$ cat src/rtl/st7920_pkg.sv
// Shared types, frame constants and opcode helpers for the ST7920 serial command path.
// No logic of its own.
package st7920_pkg;

    localparam int         FRAME_BITS = 24;
    localparam logic [4:0] SYNC       = 5'b11111;

    // Instructions that keep the controller busy for ~1.6 ms instead of ~72 us
    localparam logic [7:0] OP_CLEAR    = 8'h01;
    localparam logic [7:0] OP_HOME     = 8'h02;
    localparam logic [7:0] OP_HOME_ALT = 8'h03;

    typedef struct packed {
        logic       rs;
        logic       rw;
        logic [7:0] data;
    } st7920_cmd_t;

    typedef enum logic [1:0] {
        ST_IDLE,
        ST_SHIFT,
        ST_GAP
    } sched_state_t;

    function automatic logic [FRAME_BITS-1:0] build_frame(input st7920_cmd_t c);
        return {SYNC, c.rw, c.rs, 1'b0, c.data[7:4], 4'b0000, c.data[3:0], 4'b0000};
    endfunction

    function automatic logic is_long_cmd(input st7920_cmd_t c);
        return !c.rs && !c.rw &&
               (c.data == OP_CLEAR || c.data == OP_HOME || c.data == OP_HOME_ALT);
    endfunction

endpackage

$ cat src/rtl/st7920_frame_tx.sv
// Shifts one 24-bit ST7920 frame MSB first, 2*CLK_DIV cycles per bit; frame starts the cycle after start.
// No backpressure: start is only honoured when idle, done pulses in the last cycle of the last bit.
module st7920_frame_tx
    import st7920_pkg::*;
#(
    parameter int CLK_DIV = 512
) (
    input  logic        clk,
    input  logic        rst,
    input  logic        start,
    input  st7920_cmd_t cmd,
    output logic        done,
    output logic        lcd_cs,
    output logic        lcd_clk,
    output logic        lcd_data
);

    localparam int PH_W  = (2 * CLK_DIV > 1) ? $clog2(2 * CLK_DIV) : 1;
    localparam int BIT_W = $clog2(FRAME_BITS);

    localparam logic [PH_W-1:0]  PH_HALF  = PH_W'(CLK_DIV - 1);
    localparam logic [PH_W-1:0]  PH_LAST  = PH_W'(2 * CLK_DIV - 1);
    localparam logic [BIT_W-1:0] BIT_LAST = BIT_W'(FRAME_BITS - 1);

    logic [FRAME_BITS-1:0] frame;
    logic [FRAME_BITS-1:0] shreg;
    logic [PH_W-1:0]       ph_cnt;
    logic [BIT_W-1:0]      bit_cnt;

    assign frame = build_frame(cmd);
    assign done  = lcd_cs && (ph_cnt == PH_LAST) && (bit_cnt == BIT_LAST);

    always_ff @(posedge clk or posedge rst) begin
        if (rst) begin
            shreg    <= '0;
            ph_cnt   <= '0;
            bit_cnt  <= '0;
            lcd_cs   <= 1'b0;
            lcd_clk  <= 1'b0;
            lcd_data <= 1'b0;
        end else if (start && !lcd_cs) begin
            // First bit goes straight onto SID; shreg holds the remaining bits
            shreg    <= {frame[FRAME_BITS-2:0], 1'b0};
            lcd_data <= frame[FRAME_BITS-1];
            lcd_cs   <= 1'b1;
            lcd_clk  <= 1'b0;
            ph_cnt   <= '0;
            bit_cnt  <= '0;
        end else if (lcd_cs) begin
            if (ph_cnt == PH_HALF) begin
                lcd_clk <= 1'b1;
                ph_cnt  <= ph_cnt + 1'b1;
            end else if (ph_cnt == PH_LAST) begin
                ph_cnt  <= '0;
                lcd_clk <= 1'b0;
                if (bit_cnt == BIT_LAST) begin
                    lcd_cs   <= 1'b0;
                    lcd_data <= 1'b0;
                    bit_cnt  <= '0;
                end else begin
                    lcd_data <= shreg[FRAME_BITS-1];
                    shreg    <= {shreg[FRAME_BITS-2:0], 1'b0};
                    bit_cnt  <= bit_cnt + 1'b1;
                end
            end else begin
                ph_cnt <= ph_cnt + 1'b1;
            end
        end
    end

endmodule

$ cat src/rtl/st7920_cmd_scheduler.sv
// Round-robin arbiter of two command requesters onto one ST7920 serial link; frame starts the cycle after transfer.
// req_ready is combinational in IDLE only; each command holds the link for 48*CLK_DIV cycles plus a command-dependent gap.
module st7920_cmd_scheduler
    import st7920_pkg::*;
#(
    parameter int CLK_DIV    = 512,
    parameter int GAP_CYCLES = 3600,
    parameter int LONG_GAP   = 80000
) (
    input  logic       sys_clk,
    input  logic       sys_rst,
    input  logic [1:0] req_valid,
    input  logic [9:0] req_cmd0,
    input  logic [9:0] req_cmd1,
    output logic [1:0] req_ready,
    output logic       busy,
    output logic       lcd_cs,
    output logic       lcd_clk,
    output logic       lcd_data
);

    localparam int GAP_MAX = (LONG_GAP > GAP_CYCLES) ? LONG_GAP : GAP_CYCLES;
    localparam int GAP_W   = $clog2(GAP_MAX + 1);

    localparam logic [GAP_W-1:0] NORM_LAST = GAP_W'(GAP_CYCLES - 1);
    localparam logic [GAP_W-1:0] LONG_LAST = GAP_W'(LONG_GAP - 1);

    sched_state_t     state;
    logic             prio;
    logic             long_gap;
    logic [GAP_W-1:0] gap_cnt;

    logic             pick1;
    logic             fire;
    logic             tx_done;
    st7920_cmd_t      sel_cmd;

    // A lone requester always wins; prio only breaks ties
    always_comb begin
        pick1 = 1'b0;
        if (req_valid == 2'b10)
            pick1 = 1'b1;
        else if (req_valid == 2'b11)
            pick1 = prio;
    end

    always_comb begin
        req_ready = 2'b00;
        if (state == ST_IDLE && !sys_rst && (|req_valid))
            req_ready = pick1 ? 2'b10 : 2'b01;
    end

    assign fire    = |req_ready;
    assign sel_cmd = pick1 ? st7920_cmd_t'(req_cmd1) : st7920_cmd_t'(req_cmd0);
    assign busy    = (state != ST_IDLE);

    always_ff @(posedge sys_clk or posedge sys_rst) begin
        if (sys_rst) begin
            state    <= ST_IDLE;
            prio     <= 1'b0;
            long_gap <= 1'b0;
            gap_cnt  <= '0;
        end else begin
            case (state)
                ST_IDLE: begin
                    if (fire) begin
                        state    <= ST_SHIFT;
                        prio     <= ~pick1;
                        long_gap <= is_long_cmd(sel_cmd);
                        gap_cnt  <= '0;
                    end
                end
                ST_SHIFT: begin
                    if (tx_done)
                        state <= ST_GAP;
                end
                ST_GAP: begin
                    if (gap_cnt == (long_gap ? LONG_LAST : NORM_LAST)) begin
                        state   <= ST_IDLE;
                        gap_cnt <= '0;
                    end else begin
                        gap_cnt <= gap_cnt + 1'b1;
                    end
                end
                default: state <= ST_IDLE;
            endcase
        end
    end

    st7920_frame_tx #(
        .CLK_DIV (CLK_DIV)
    ) u_frame_tx (
        .clk      (sys_clk),
        .rst      (sys_rst),
        .start    (fire),
        .cmd      (sel_cmd),
        .done     (tx_done),
        .lcd_cs   (lcd_cs),
        .lcd_clk  (lcd_clk),
        .lcd_data (lcd_data)
    );

endmodule

$ cat config.mk
export PLATFORM = sky130hd
export DESIGN_NAME = st7920_cmd_scheduler
export DESIGN_NICKNAME = d
export VERILOG_FILES = /design/src/rtl/st7920_pkg.sv /design/src/rtl/st7920_frame_tx.sv /design/src/rtl/st7920_cmd_scheduler.sv
export SDC_FILE = /design/constraint.sdc
export NUM_CORES = 1
export LEC_CHECK = 0
export CAP_MARGIN = 20
export CORE_MARGIN = 2
export CORE_UTILIZATION = 45
export CTS_CLUSTER_SIZE = 20
export DETAILED_ROUTE_END_ITERATION = 10
export PLACE_DENSITY_LB_ADDON = 0.15
export SLEW_MARGIN = 30
export SYNTH_ARGS = -nofsm -noshare
export SYNTH_HDL_FRONTEND = slang
export SYNTH_HIERARCHICAL = 1
export SYNTH_SLANG_ARGS = --single-unit
$ cat constraint.sdc
create_clock -name sys_clk -period 1.9 [get_ports sys_clk]
set_clock_uncertainty 0.1 [all_clocks]
set_input_delay 0.285 -clock sys_clk [delete_from_list [all_inputs] [get_ports sys_clk]]
set_output_delay 0.285 -clock sys_clk [all_outputs]
set_load 0.1 [all_outputs]
==> results of run 1 <==
==> cell usage after synthesis (all sizes together), types with 5 or more instances <==
library cell	instances
and4	5
and2	5
dfrtp	58
inv	16
nor2	14
a31oi	7
or3	8
o21ai	23
o211ai	9
o311ai	5
buf	9
nand4	10
nor4	7
clkbuf	7
nand2	59
a21oi	12
nand3	34
mux2	12
==> layer usage <==
metal  up-vias  GRT usage, %
met5         -             0
met4         0          10.6
met3        24          3.77
met2        57          37.0
met1      1468          27.6
li1       1450             -
==> sequential cells by signal (all words and copies together) (netlist names), 2 cells and up <==
| name | cells |
|---|---|
| gap_cnt | 17 |
| state | 2 |
| u_frame_tx/bit_cnt | 5 |
| u_frame_tx/ph_cnt | 10 |
| u_frame_tx/shreg | 19 |
==> worst paths after layout <==
kind | start | end | slack, ns
min in group sys_clk | u_frame_tx/shreg[20]$_DFFE_PP0P_ | u_frame_tx/shreg[21]$_DFFE_PP0P_ | 0.39
worst max register to register | gap_cnt[4]$_DFFE_PP0P_ | gap_cnt[12]$_DFFE_PP0P_ | -0.14
worst min-delay path | sys_rst | long_gap$_DFFE_PP0P_ | 0.31
worst max-delay path | state[1]$_DFFE_PP0P_ | req_ready[1] | -0.24
max in group asynchronous | sys_rst | u_frame_tx/lcd_cs$_DFF_PP0_ | 1.15
worst min register to register | u_frame_tx/shreg[20]$_DFFE_PP0P_ | u_frame_tx/shreg[21]$_DFFE_PP0P_ | 0.39
==> power by group through the flow <==
stage | registers, mW | logic, mW | clock network (mW)
global placement | 1.39 | 0.367 | 0
global route | 1.38 | 0.416 | 1.26
finish | 1.37 | 0.381 | 1.18
floorplan | 1.42 | 0.167 | 0
detailed placement | 1.39 | 0.375 | 0
CTS | 1.37 | 0.376 | 1.20
==> cell type report <==
cell class | instances | area [µm²]
sequential | 58 | 1450
inverter | 16 | 65.1
fill | 532 | 2170
tap | 96 | 120
timing repair buffer | 91 | 938
clock buffer | 11 | 151
clock inverter | 5 | 52.6
multi-input combinational | 256 | 1880
==> per-stage QoR <==
step                total power [mW]  std cells  TNS [ns]  hold WS [ns]
finish                          2.93        533     -1.73         0.307
global route                    3.05        533     -2.69         0.342
CTS                             2.94        527     -1.71         0.303
detailed placement              1.76        508     -5.18         0.385
global placement                1.75        508     -4.20         0.368
floorplan                       1.59        346     -2.34         0.162
==> worst reg2reg max path, cell delays in order (launching register included) <==
cell,delay (ns)
dfrtp_1,0.38
or4_4,0.55
a211oi_4,0.33
a31o_4,0.25
buf_6,0.16
or4_4,0.13
o21ai_2,0.04
==> kinds of logic after synthesis <==
family / after synthesis / synth area share, %
simple gates: 159 / 25.6
compound gates: 76 / 16.3
flops: 58 / 45.6
buf+inv: 32 / 5.26
mux: 14 / 4.99
xor+xnor: 4 / 1.10
fa+ha+maj: 3 / 1.18
==> repair_timing <==
action	CTS	global route
pin swaps	14	12
resized for setup	34	44
endpoints found under the hold margin	0	0
cloned	1	3
setup endpoints to repair	21	33
buffers inserted	2	3
==> impl_metrics.env, run 1 <==
export IMPL_synth_top_cell_area_share_pct=45.6
export IMPL_clk_pin_slew_ns=0.07
export IMPL_fmax_mhz=466
export IMPL_fin_ws_ns=-0.245
export IMPL_met3WireLength_um=193
export IMPL_root_buffer="clkbuf_8"
export IMPL_vias=2999
export IMPL_start_util_pct=46.6
export IMPL_gp_congestion=0.859
export IMPL_dr_pass1_iters=4
export IMPL_vias_per_cell=5.63
export IMPL_period_minus_slack_ns=2.14
export IMPL_cp_slowest_cell="dfrtp_1"
export IMPL_wl_per_cell_um=15.8
export IMPL_pwr_share_seq_pct=46.7
export IMPL_internal_power_mw=2.16
export IMPL_n_antenna_cell=0
export IMPL_wl_met2_um=4410
export IMPL_htree_levels=3
export IMPL_hold_buffers=0
export IMPL_die_width_um=88.1
export IMPL_hp_class="in2async"
export IMPL_crit_cells=5
export IMPL_p_switching_mw=0.773
export IMPL_grt_pass1_vias=2839
export IMPL_yosys_warnings=6
export IMPL_io_buffer_count=29
export IMPL_synthArstFlopShare_pct=100
export IMPL_grt_max_degree=38
export IMPL_p_sw_share_pct=26.4
export IMPL_place_ws_ns=-0.235
export IMPL_total_leakage_power_nw=1.93
export IMPL_rsz0062_at_grt="yes"
export IMPL_hold_viol_final=0
export IMPL_netlist_area_um2=3190
export IMPL_cp_start_kind="register"
export IMPL_vdd_drop_max_v=0.000587
export IMPL_synth_fp_nets=373
export IMPL_wl_met1_um=3540
export IMPL_drt_antenna_violating_nets=0
export IMPL_required_ns=1.51
export IMPL_cts_buffer_depth=2
export IMPL_final_cell_mix="dfrtp_1, nand2_1, buf_4"
export IMPL_clockPowerShare_pct=40.4
export IMPL_final_common_cell="dfrtp_1"
export IMPL_grt_overflow_total=0
export IMPL_ys_seq_area_share_pct=45.6
export IMPL_path_class="reg2out"
export IMPL_synthTopCellsByArea="dfrtp_1, nand2_1, nand3_1, mux2_2, o21ai_0"
export IMPL_fin_area_um2=4660
export IMPL_fin_crit_sh_pct=113
export IMPL_area_delta_synth_final_pct=46.3
export IMPL_reg2reg_depth=6
export IMPL_report_final_setup_viol=22
export IMPL_cts_tree="yes"
export IMPL_drt_total_wl_um=8420
export IMPL_cts_sinks=58
export IMPL_antenna_found_initial=0
export IMPL_rows=30
export IMPL_path_cells="or2_4 -> or3_4 -> buf_6 -> nor2_4 -> buf_12"
export IMPL_yosys_area_top_type="dfrtp_1"
export IMPL_fin_nets=459
export IMPL_ys_ff_latch=58
export IMPL_arrival_ns=1.76
export IMPL_timing_slew_headroom_pct=68.6
export IMPL_power_density_nw_per_um2=629
export IMPL_place_area_um2=4010
export IMPL_cts_buffers=9
export IMPL_fin_util_pct=68.2
export IMPL_clk_latency_ns=0.34
export IMPL_synthFlopType="dfrtp_1"
export IMPL_crit_family="simple AND/OR/NAND/NOR gates"
export IMPL_critPathCaptureType="output pin"
export IMPL_drt_iter0_markers=161
export IMPL_grt_usage_pct=22.0
export IMPL_tightest_slew_ns=0.469
export IMPL_die_area_um2=7770
export IMPL_synth_cell_types=52
export IMPL_dp_hpwl_um=5630
export IMPL_syn_inst=346
export IMPL_cpPeakStageDelay_ns=0.38
export IMPL_pin_count=30
export IMPL_fp_dieH_um=88.1
export IMPL_grt_pass1_wl_um=13300
export IMPL_violations="negative setup slack"
export IMPL_p_comb_share_pct=13.0
export IMPL_layout_drive_gt1_share_pct=32.7
export IMPL_drc=0
export IMPL_finalMaxSlewViolations=0
export IMPL_synth_edf_count=0
export IMPL_avgSynthCellArea_um2=9.21
export IMPL_status="finished with violations"
export IMPL_cp_max_fo=2
export IMPL_top_layer="met4"
export IMPL_core_area_um2=6830
export IMPL_path_buf_inv=2
export IMPL_maxCapViolCount=0
No activity file was read; power rests on OpenSTA's default activity.
==> run 2, diff against run 1 <==
CTS_BUF_LIST = sky130_fd_sc_hd__clkbuf_8   (was default)
HOLD_SLACK_MARGIN = 0.1   (was default)
clock period = 2 ns   (was 1.9 ns; I/O delays follow)
==> run 2 against run 1 <==
The run still ends with negative setup slack left. Combinational power fell by 14%. Total power fell by 8.4%. Register-to-register slack improved by 0.11 ns. Cell area fell by 8.3%. Non-clock buffer count fell by 15. Via count fell by 3.4%. Wire length fell by 7.2%. Sequential share of layout area rose by 2.8 points. Hold slack improved by 0.035 ns. Worst setup slack improved by 0.076 ns. Critical path type unchanged. Largest power group unchanged. Highest routed layer unchanged.
==> impl_metrics.env, run 2 (same netlist as run 1, synthesis figures left out) <==
export IMPL_status="finished with violations"
export IMPL_violations="negative setup slack"
export IMPL_required_ns=1.60
export IMPL_finalMaxSlewViolations=0
export IMPL_final_cell_mix="dfrtp_1, nand2_1, buf_4"
export IMPL_drt_total_wl_um=7810
export IMPL_grtUsageMet3_pct=3.49
export IMPL_p_sw_share_pct=25.5
export IMPL_layout_drive_gt1_share_pct=27.0
export IMPL_maxCapViolCount=0
export IMPL_area_delta_synth_final_pct=34.1
export IMPL_grt_util_met1_pct=25.8
export IMPL_critPathCaptureType="output pin"
export IMPL_place_area_um2=3870
export IMPL_drt_antenna_violating_nets=0
export IMPL_final_common_cell="dfrtp_1"
export IMPL_cts_buffer_depth=2
export IMPL_p_switching_mw=0.683
export IMPL_cp_max_fo=2
export IMPL_gp_congestion=0.886
export IMPL_dr_pass1_iters=4
export IMPL_grt_max_degree=38
export IMPL_crit_family="simple AND/OR/NAND/NOR gates"
export IMPL_cts_sinks=58
export IMPL_die_area_um2=7770
export IMPL_reg_top3="u_frame_tx/shreg (19), gap_cnt (17), u_frame_tx/ph_cnt (10)"
export IMPL_p_comb_share_pct=12.2
export IMPL_grt_usage_pct=20.3
export IMPL_core_area_um2=6830
export IMPL_grt_overflow_total=0
export IMPL_path_buf_inv=2
export IMPL_hold_slack_ns=0.342
export IMPL_io_buffer_count=29
export IMPL_fin_nets=445
export IMPL_top_register="u_frame_tx/shreg"
export IMPL_cts_buffers=9
export IMPL_pin_count=30
export IMPL_finalPower_mw=2.68
export IMPL_clk_pin_slew_ns=0.07
export IMPL_report_final_setup_viol=4
export IMPL_cp_start_kind="register"
export IMPL_grt_pass1_vias=2762
export IMPL_r2r_end="gap_cnt[10]$_DFFE_PP0P_"
export IMPL_vdd_drop_max_v=0.000355
export IMPL_fin_area_um2=4270
export IMPL_fmax_mhz=461
export IMPL_hp_class="in2async"
export IMPL_antenna_found_initial=0
export IMPL_vias=2897
export IMPL_total_leakage_power_nw=1.80
export IMPL_internal_power_mw=2.00
export IMPL_fp_dieH_um=88.1
export IMPL_crit_cells=5
export IMPL_reg2reg_depth=6
export IMPL_fin_ws_ns=-0.169
export IMPL_vias_per_cell=5.58
export IMPL_dp_cells=497
export IMPL_path_cells="or2_4 -> or3_4 -> buf_6 -> nor2_4 -> buf_12"
export IMPL_cts_tree="yes"
export IMPL_tightest_slew_ns=0.513
export IMPL_r2r_setup_slack_ns=-0.03
export IMPL_wl_per_cell_um=15.0
export IMPL_clk_latency_ns=0.33
export IMPL_instances_no_fill=519
export IMPL_nFillCells=610
export IMPL_pwr_share_seq_pct=48.2
export IMPL_drc=0
export IMPL_largest_reg_flops=19
export IMPL_gr_usage_met2_pct=35.2
export IMPL_hold_buffers=0
export IMPL_htree_levels=3
export IMPL_die_width_um=88.1
export IMPL_rr_startpoint="gap_cnt[6]$_DFFE_PP0P_"
export IMPL_cp_slowest_cell="dfrtp_1"
export IMPL_hold_viol_final=0
export IMPL_n_antenna_cell=0
export IMPL_fin_util_pct=62.5
export IMPL_grt_pass1_wl_um=12200
export IMPL_drt_iter0_markers=134
export IMPL_start_util_pct=46.6
export IMPL_timing_slew_headroom_pct=65.5
export IMPL_place_ws_ns=-0.164
export IMPL_power_density_nw_per_um2=628
export IMPL_rows=30
export IMPL_clockPowerShare_pct=39.6
export IMPL_period_minus_slack_ns=2.17
export IMPL_fin_crit_sh_pct=108
export IMPL_finalSetupTns_ns=-0.359
export IMPL_top_usage_layer="met2"
export IMPL_rsz0062_at_grt="yes"
export IMPL_arrival_ns=1.77
export IMPL_dp_hpwl_um=5570
export IMPL_root_buffer="clkbuf_8"
export IMPL_cpPeakStageDelay_ns=0.38
export IMPL_path_class="reg2out"
==> run 2: changes by cell type in the layout (fill, tap and decap cells not counted), moves of 3 or more <==
cell | previous run | this run
clkbuf_8 | 11 | 14
o311ai_4 | 3 | 0
nand3_4 | 3 | 0
o21ai_2 | 6 | 0
nand2_2 | 0 | 3
buf_4 | 47 | 43
nand3_2 | 2 | 5
buf_6 | 8 | 5
o21ai_0 | 12 | 18
buf_12 | 10 | 5
==> run 2: area by class of cell <==
| type | count | area, µm² | share of cell area, % |
|---|---|---|---|
| clock buffer | 14 | 193 | 4.51 |
| clock inverter | 2 | 8.76 | 0.205 |
| inverter | 16 | 62.6 | 1.46 |
| multi-input combinational | 257 | 1730 | 40.4 |
| sequential | 58 | 1450 | 34.0 |
| tap | 96 | 120 | 2.81 |
| timing repair buffer | 76 | 709 | 16.6 |
==> run 2: worst max-delay path by stage <==
| stage | endpoint | slack, ns | from |
|---|---|---|---|
| 2_1_floorplan | req_ready[1] | -0.06 | state[1]$_DFFE_PP0P_ |
| 3_3_place_gp | u_frame_tx/shreg[18]$_DFFE_PP0P_ | -0.10 | req_valid[1] |
| 3_5_place_dp | u_frame_tx/shreg[19]$_DFFE_PP0P_ | -0.16 | req_valid[0] |
| 4_1_cts | req_ready[1] | -0.19 | state[0]$_DFFE_PP0P_ |
| 5_1_grt | req_ready[1] | -0.23 | state[0]$_DFFE_PP0P_ |
| 6_report | req_ready[1] | -0.17 | state[0]$_DFFE_PP0P_ |
==> run 2: worst reg2reg max path, cell delays in order (launching register included) <==
cell	delay [ns]
dfrtp_1	0.38
or4_4	0.55
a211oi_4	0.33
a31oi_4	0.16
buf_6	0.18
a21oi_1	0.14
o21ai_1	0.07
==> run 2: what timing repair did <==
action                                  CTS  global route
buffers inserted                          3             2
endpoints found under the hold margin     0             0
pin swaps                                 3            13
endpoints found under the setup margin    5            17
gates resized for setup                   3            30
cloned                                    0             1
==> run 2: power by group through the flow <==
stage / Clock (mW) / Sequential, mW / Combinational (mW)
2_1_floorplan: 0 / 1.35 / 0.158
3_3_place_gp: 0 / 1.32 / 0.322
3_5_place_dp: 0 / 1.32 / 0.328
4_1_cts: 1.09 / 1.29 / 0.329
5_1_grt: 1.16 / 1.31 / 0.362
6_report: 1.06 / 1.29 / 0.327
==> run 2: metal layers <==
layer	vias up	routed length, µm
met5	-	0
met4	0	53
met3	6	240
met2	38	4030
met1	1424	3480
li1	1429	-
